[src/rtl/src_sel_ctrl.sv]
// Four-way single-bit source sequencer with manual/auto stepping, skipping of
// disabled sources and a break-before-make blanking interval on every switch.
module src_sel_ctrl #(
  parameter int unsigned DWELL = 50_000_000,
  parameter int unsigned BLANK = 4
) (
  input  logic       clk,
  input  logic       reset,
  input  logic [3:0] din,
  input  logic [3:0] src_en,
  input  logic       key_next,
  input  logic       key_mode,
  output logic       dout,
  output logic [1:0] sel,
  output logic       auto_mode,
  output logic       blanking
);

  localparam int unsigned DW = $clog2(DWELL);
  localparam int unsigned BW = $clog2(BLANK + 1);
  localparam logic [DW-1:0] DWELL_LAST = DW'(DWELL - 1);
  localparam logic [BW-1:0] BLANK_LAST = BW'(BLANK - 1);
  localparam logic [DW-1:0] DWELL_ZERO = {DW{1'b0}};
  localparam logic [BW-1:0] BLANK_ZERO = {BW{1'b0}};

  typedef enum logic [0:0] {
    ST_HOLD  = 1'b0,
    ST_BLANK = 1'b1
  } state_t;

  // Returns {found, index} of the first enabled source after cur, in rotation order.
  function automatic logic [2:0] find_target(input logic [1:0] cur, input logic [3:0] en);
    logic [2:0] res;
    if (en[cur + 2'd1]) begin
      res = {1'b1, cur + 2'd1};
    end else if (en[cur + 2'd2]) begin
      res = {1'b1, cur + 2'd2};
    end else if (en[cur + 2'd3]) begin
      res = {1'b1, cur + 2'd3};
    end else begin
      res = {1'b0, cur};
    end
    return res;
  endfunction

  state_t          state_r, state_s;
  logic [1:0]      sel_r, sel_s;
  logic            auto_r, auto_s;
  logic            blanking_r, blanking_s;
  logic            dout_r, dout_s;
  logic [DW-1:0]   dwell_cnt_r, dwell_cnt_s;
  logic [BW-1:0]   blank_cnt_r, blank_cnt_s;
  logic [2:0]      target_s;
  logic            cur_en_s;
  logic            expiry_s;
  logic            req_s;

  // Next-state and output decode for the HOLD/BLANK sequencer.
  always_comb begin
    state_s     = state_r;
    sel_s       = sel_r;
    auto_s      = auto_r;
    blanking_s  = blanking_r;
    dout_s      = dout_r;
    dwell_cnt_s = dwell_cnt_r;
    blank_cnt_s = blank_cnt_r;
    target_s    = find_target(sel_r, src_en);
    cur_en_s    = src_en[sel_r];
    expiry_s    = auto_r && (dwell_cnt_r == DWELL_LAST);
    req_s       = key_next || expiry_s || !cur_en_s;

    case (state_r)
      ST_HOLD: begin
        if (req_s && target_s[2]) begin
          sel_s       = target_s[1:0];
          blanking_s  = 1'b1;
          dout_s      = 1'b0;
          blank_cnt_s = BLANK_LAST;
          dwell_cnt_s = DWELL_ZERO;
          state_s     = ST_BLANK;
        end else begin
          // A disabled current source never reaches the output.
          dout_s = din[sel_r] & cur_en_s;
          if (expiry_s) begin
            dwell_cnt_s = DWELL_ZERO;
          end else if (auto_r) begin
            dwell_cnt_s = dwell_cnt_r + DW'(1'b1);
          end else begin
            dwell_cnt_s = DWELL_ZERO;
          end
        end
      end
      ST_BLANK: begin
        dwell_cnt_s = DWELL_ZERO;
        if (blank_cnt_r == BLANK_ZERO) begin
          state_s    = ST_HOLD;
          blanking_s = 1'b0;
          dout_s     = din[sel_r] & cur_en_s;
        end else begin
          blank_cnt_s = blank_cnt_r - BW'(1'b1);
          dout_s      = 1'b0;
        end
      end
      default: begin
        state_s     = ST_HOLD;
        sel_s       = 2'd0;
        blanking_s  = 1'b0;
        dout_s      = 1'b0;
        dwell_cnt_s = DWELL_ZERO;
        blank_cnt_s = BLANK_ZERO;
      end
    endcase

    if (key_mode) begin
      auto_s      = ~auto_r;
      dwell_cnt_s = DWELL_ZERO;
    end else begin
      auto_s = auto_r;
    end
  end

  // State and output registers with asynchronous active-low reset.
  always_ff @(posedge clk or negedge reset) begin
    if (!reset) begin
      state_r     <= ST_HOLD;
      sel_r       <= 2'd0;
      auto_r      <= 1'b0;
      blanking_r  <= 1'b0;
      dout_r      <= 1'b0;
      dwell_cnt_r <= DWELL_ZERO;
      blank_cnt_r <= BLANK_ZERO;
    end else begin
      state_r     <= state_s;
      sel_r       <= sel_s;
      auto_r      <= auto_s;
      blanking_r  <= blanking_s;
      dout_r      <= dout_s;
      dwell_cnt_r <= dwell_cnt_s;
      blank_cnt_r <= blank_cnt_s;
    end
  end

  assign dout      = dout_r;
  assign sel       = sel_r;
  assign auto_mode = auto_r;
  assign blanking  = blanking_r;

endmodule

[config.mk]
export PLATFORM = sky130hd
export DESIGN_NAME = src_sel_ctrl
export DESIGN_NICKNAME = d
export VERILOG_FILES = /design/src/rtl/src_sel_ctrl.sv
export SDC_FILE = /design/constraint.sdc
export NUM_CORES = 1
export LEC_CHECK = 0
export BUFFER_PORTS_ARGS = -buffer_cell sky130_fd_sc_hd__buf_2
export CORE_MARGIN = 1
export CORE_UTILIZATION = 25
export DETAILED_ROUTE_END_ITERATION = 7
export PLACE_DENSITY = 0.41
export SETUP_SLACK_MARGIN = 0.05
export SYNTH_ARGS = -nofsm -noshare
export SYNTH_HDL_FRONTEND = slang
export SYNTH_SLANG_ARGS = --single-unit
[constraint.sdc]
create_clock -name clk -period 3.4 [get_ports clk]
set_input_delay 1.02 -clock clk [delete_from_list [all_inputs] [get_ports clk]]
set_output_delay 1.02 -clock clk [all_outputs]
set_load 0.02 [all_outputs]
# Word level (Yosys, flattened, before mapping)
# Index checks and enable logic that the tools add are counted.
dict set report totals {
  regBits 35
  mem_bits_ro 0
  latchBits 0
  wordCells 63
  out_inout_bits 5
  in_bits 12
  n_memories 0
  ramBits 0
}
dict set report op_classes {
  add_sub_neg 5
  shifts 0
  reduce_logical 10
  n_mux 30
  mul 0
  bitwise_logic 3
  order_cmp 4
  n_eq_ne 4
  div 0
}
# operator count
set ops {}
lappend ops {{26-bit 2-to-1 mux} 4}
lappend ops {{26-bit case mux with 2 select lines} 1}
lappend ops {{26-bit by 1-bit adder with 26-bit output (second input constant)} 1}
lappend ops {{26-bit == test (second input constant)} 1}
lappend ops {{3-bit 2-to-1 mux} 5}
lappend ops {{2-bit by 3-bit less-than comparator with 1-bit output (second input constant)} 4}
lappend ops {{1-bit 2-to-1 mux} 11}
lappend ops {{1-bit binary-select mux with 2-bit select} 5}
lappend ops {{1-bit case mux with 2 select lines} 3}
lappend ops {{3-bit case mux with 2 select lines} 1}
lappend ops {{2-bit adder (second input constant)} 2}
lappend ops {{2-bit != test (second input constant)} 2}
lappend ops {{2-bit AND reduction} 2}
lappend ops {{3-bit logical NOT} 1}
lappend ops {{3-bit AND reduction} 1}
lappend ops {{3-bit nonzero test} 1}
lappend ops {{3-bit by 1-bit subtractor with 3-bit output (second input constant)} 1}
lappend ops {{2-bit by 1-bit adder with 2-bit output (second input constant)} 1}
lappend ops {{1-bit logical AND} 2}
lappend ops {{1-bit logical OR} 2}
lappend ops {{2-bit by 1-bit != test with 1-bit output (second input constant)} 1}
lappend ops {{1-bit NOT} 2}
lappend ops {{1-bit AND} 1}
lappend ops {{1-bit logical NOT} 1}

# Logic depth before layout (Yosys ltp)
dict set report logic_depth {
  word_depth 10
  mapped_depth 7
  depth_no_buf 7
}

# Least setup slack after synthesis
# Ideal clock, no wire load.
dict set report synth_timing {
  path_type {input-to-reg}
  start {in src_en[3]}
  end {reg sel_r[1], in the netlist sel[1]}
  n_path_buf 2
  setup_time_ns 0.125
  path_stages 7
  slack_ns 0.823
  arrival_time_ns 2.452
  t_required_ns 3.275
  path_cell_list {clkbuf_1 mux2_2 a221oi_1 a31oi_1 or2_1 buf_6 mux2_4}
}
dict set report synth_between {
  elab_chain_len 7
  elab_cells_between_ends 16
  cone_classes {mux: 11; reduce/logical: 5}
}
# item line
set synth_rtl {}
lappend synth_rtl {{from (decl)} 10} ;# input logic [3:0] src_en,
lappend synth_rtl {{1-bit binary-select mux with 2-bit select} 38} ;# end else if (en[cur + 2'd3]) begin
lappend synth_rtl {{1-bit 2-to-1 mux (not written as such)} 38}
lappend synth_rtl {{3-bit 2-to-1 mux} 38}
lappend synth_rtl {{3-bit 2-to-1 mux} 36} ;# end else if (en[cur + 2'd2]) begin
lappend synth_rtl {{3-bit 2-to-1 mux} 34} ;# if (en[cur + 2'd1]) begin
lappend synth_rtl {{1-bit logical AND} 74} ;# if (req_s && target_s[2]) begin
lappend synth_rtl {{3-bit AND reduction (no line)} -}
lappend synth_rtl {{to (signal assigned)} 134} ;# sel_r <= sel_s;
lappend synth_rtl {{to (decl)} 47} ;# logic [1:0] sel_r, sel_s;
# Several ways; a longest one is shown, not always the timed one. The select of a mux whose other input is x is not followed.
# A chain may end at the register's enable or synchronous reset.

# Worst setup path in the final report
# Ends and elaborated chain as after synthesis.

==> results.md <==
* Die area at 7934 um2
* Commonest non-fill, non-tap cells in the layout: 41 x nor2_1, 35 x dfrtp_1, 18 x nand2_1, 18 x xor2_1, 16 x buf_2
* Fmax at 0.4145 GHz
* DRT antenna net count at 0
* Initial core utilization at 26.00%
* Reg clk slew, reported paths at 0.06 ns
* Vias/cell at 4.474
* Peak per-stage delay on the critical path at 0.35 ns
* Clock Latency Late Sink at 0.28 ns
* Die height at 89.08 um
* Post-Syn Nets at 220
* Area contributors post-synth: dfrtp_1 46%, xor2_1 8.3%, nor2_1 8.1%, nand2_1 3.6%, xnor2_1 3.2%
* Sink Count at 35
* CTS tree: yes
* Detailed Place HPWL at 2.713 mm
* CP required at 3.57 ns
* Skew final at 0.003421 ns
* Place WS at 0.6655 ns
* Hold depth at 1
* Status: complete, no violations
* Rows at 31
* I/O pin total at 17
* Max Slew Vio Count at 0
* Final net count at 238
* Relative slew margins at 46.04%
* Number of antenna violations at the first check in global routing at 0
* Seq/Total Area, Yosys at 46.20%
* Core ar. at 7292 um2
* Final WL at 3.899 mm
* CTS Buf Count at 5
* Post-CTS Hold Buffers at 0
* Setup Fix Bufs, Post-CTS at 0
* Ys Warns at 0
* Max VDD drop at 0.0001209 V
* Vias after detailed routing at 1436
* CTS Root Cell: clkbuf_8
* Largest area contributor in the netlist: dfrtp_1
* CTS resizes at 0
* Cell variety after synth at 42
* Fin crit period at 2.412 ns
* Share of cells above drive strength 1 at 13.51%
* TritonRoute pass-1 iters at 4
* Bufs on Longest Clock Path at 2
* Share of the synthesized area in the top cell type at 46.20%
* H-tree level count at 2
* Setup crit start kind: primary input
* Worst Setup End Kind: flop
* R2R cell count at 5
* MaxCap Viol Count at 0
* Least-Margin Pin Slew at 0.8094 ns
* Total Neg Setup Slack at 0 ns
* Total track usage at 10.79%
* Inserted Diodes at 0
* RSZ-0062 raised after global routing: false
* GP Congestion at 0.6982
* Hold Vio Cnt, Final at 0
* Pin count of the biggest net entering global routing at 36
* PwrDens at 530.3 nW/um2
* Die width at 89.08 um
* WS Path Type: in2reg
* Syn Inst Count at 205
* Aggregate global routing overflow at 0
* Fin worst setup slack at 0.9877 ns
* CP max stage cell: or2_1
* Commonest non-fill, non-tap cell in the layout: nor2_1
* Worst EP arrival at 2.58 ns
* First-pass GRT wire length at 6.403 mm
* Crit-path max FO at 9
* Syn_area_per_cell at 9.247 um2
* P&R area growth vs syn at 13.66%
* Worst path cell trace: buf_2 -> mux2_2 -> a221oi_1 -> a31oi_1 -> or2_1 -> mux2_4
* Tcrit/Tclk final at 70.95%
* Vias in the first global route at 1359
* Yosys reg bits at 35
* Leak at 0.8852 nW
* DR DRC count at 0
* WL per Instance at 12.15 um
* DRT iter0 DRCs at 56
* Count of final setup violators at 0
* Port bufs at 16
* Tightest Hold Check Type: reg2reg
* Mapped Area at 1896 um2
layer usage:
metal / GRT usage, % / up-vias / routed length (um)
met5: 0 / - / 0
met4: 3.896 / 0 / 57
met3: 3.139 / 8 / 180
met2: 16.64 / 27 / 1723
met1: 14.42 / 670 / 1938
li1: - / 731 / -
path summary, 6_finish.rpt:
kind | from | end | slack, ns
setup / recovery | src_en[3] | sel[1] | 0.99
hold / removal | dwell_cnt_r[0] | dwell_cnt_r[0] | 0.50
setup reg to reg | dwell_cnt_r[16] | sel[1] | 1.11
hold reg to reg | dwell_cnt_r[0] | dwell_cnt_r[0] | 0.50
max in group asynchronous | reset | dwell_cnt_r[12] | 2.06
min in group asynchronous | reset | sel[0] | 0.82
per-stage QoR:
stage                     total power [mW]  cell area, um2  utilization, %  std cells  hold WS (ns)
final                                1.142            2155           29.55        321        0.4968
after detailed placement            0.8855            2082           28.55        315        0.4873
after global placement              0.8835            2082           28.55        315        0.4863
after floorplan                     0.7938            1896               -        205        0.4547
after global routing                 1.226            2155           29.55        321        0.5127
after CTS                            1.168            2155           29.55        321        0.4966
cell usage after synthesis, drive strengths merged:
cell type and count:
nand2 18, nand4 7, nor2 41, buf 4, mux2 3, inv 8
dfrtp 35, or2 1, or3 1, nor4 1, or4 1, xor2 18
a31o 1, nor2b 1, nand4b 2, nand2b 2, a22oi 1, a32oi 2
clkbuf 3, and2 3, a21oi 2, and3 4, ha 3, nand3b 1
nand3 9, o31ai 1, a221oi 2, o2bb2ai 1, a32o 1, or4b 1
o21ai 9, o41ai 1, xnor2 7, a31oi 2, mux2i 1, and4 1
a22o 1, nor3 5
cell type report:
cell class              count  area (um2)
fillers                   807        5137
multi-input cells         155       957.2
flip-flops and latches     35       875.8
well taps                  99       123.9
repair buffers             18       95.09
clock buffers               6       72.57
inverters                   8       30.03
state kept, by name, summed over array words and instances (netlist names):
| signal | cells |
|---|---|
| state_r | 1 |
| blank_cnt_r | 3 |
| blanking | 1 |
| auto_mode | 1 |
| dout | 1 |
| dwell_cnt_r | 26 |
| sel | 2 |
where the power goes:
group | internal (mW) | switching (mW)
clock network | 0.136 | 0.136
registers | 0.467 | 0.0790
logic | 0.146 | 0.179
total | 0.749 | 0.394
cells by family after synthesis:
family,count (synthesis),synth area share [%]
simple gates,99,25.68
flops,35,46.20
xor+xnor,25,11.55
compound gates,24,8.582
buf+inv,15,3.498
mux,4,2.508
fa+ha+maj,3,1.980
worst max-delay path: cells and delay by family:
family | cells | cell delay, ns
AO/OA/AOI/OAI | 2 | 0.45
buffers and inverters | 1 | 0.15
multiplexers | 2 | 0.61
AND/OR/NAND/NOR | 1 | 0.35
No activity file was read; power rests on OpenSTA's default activity.
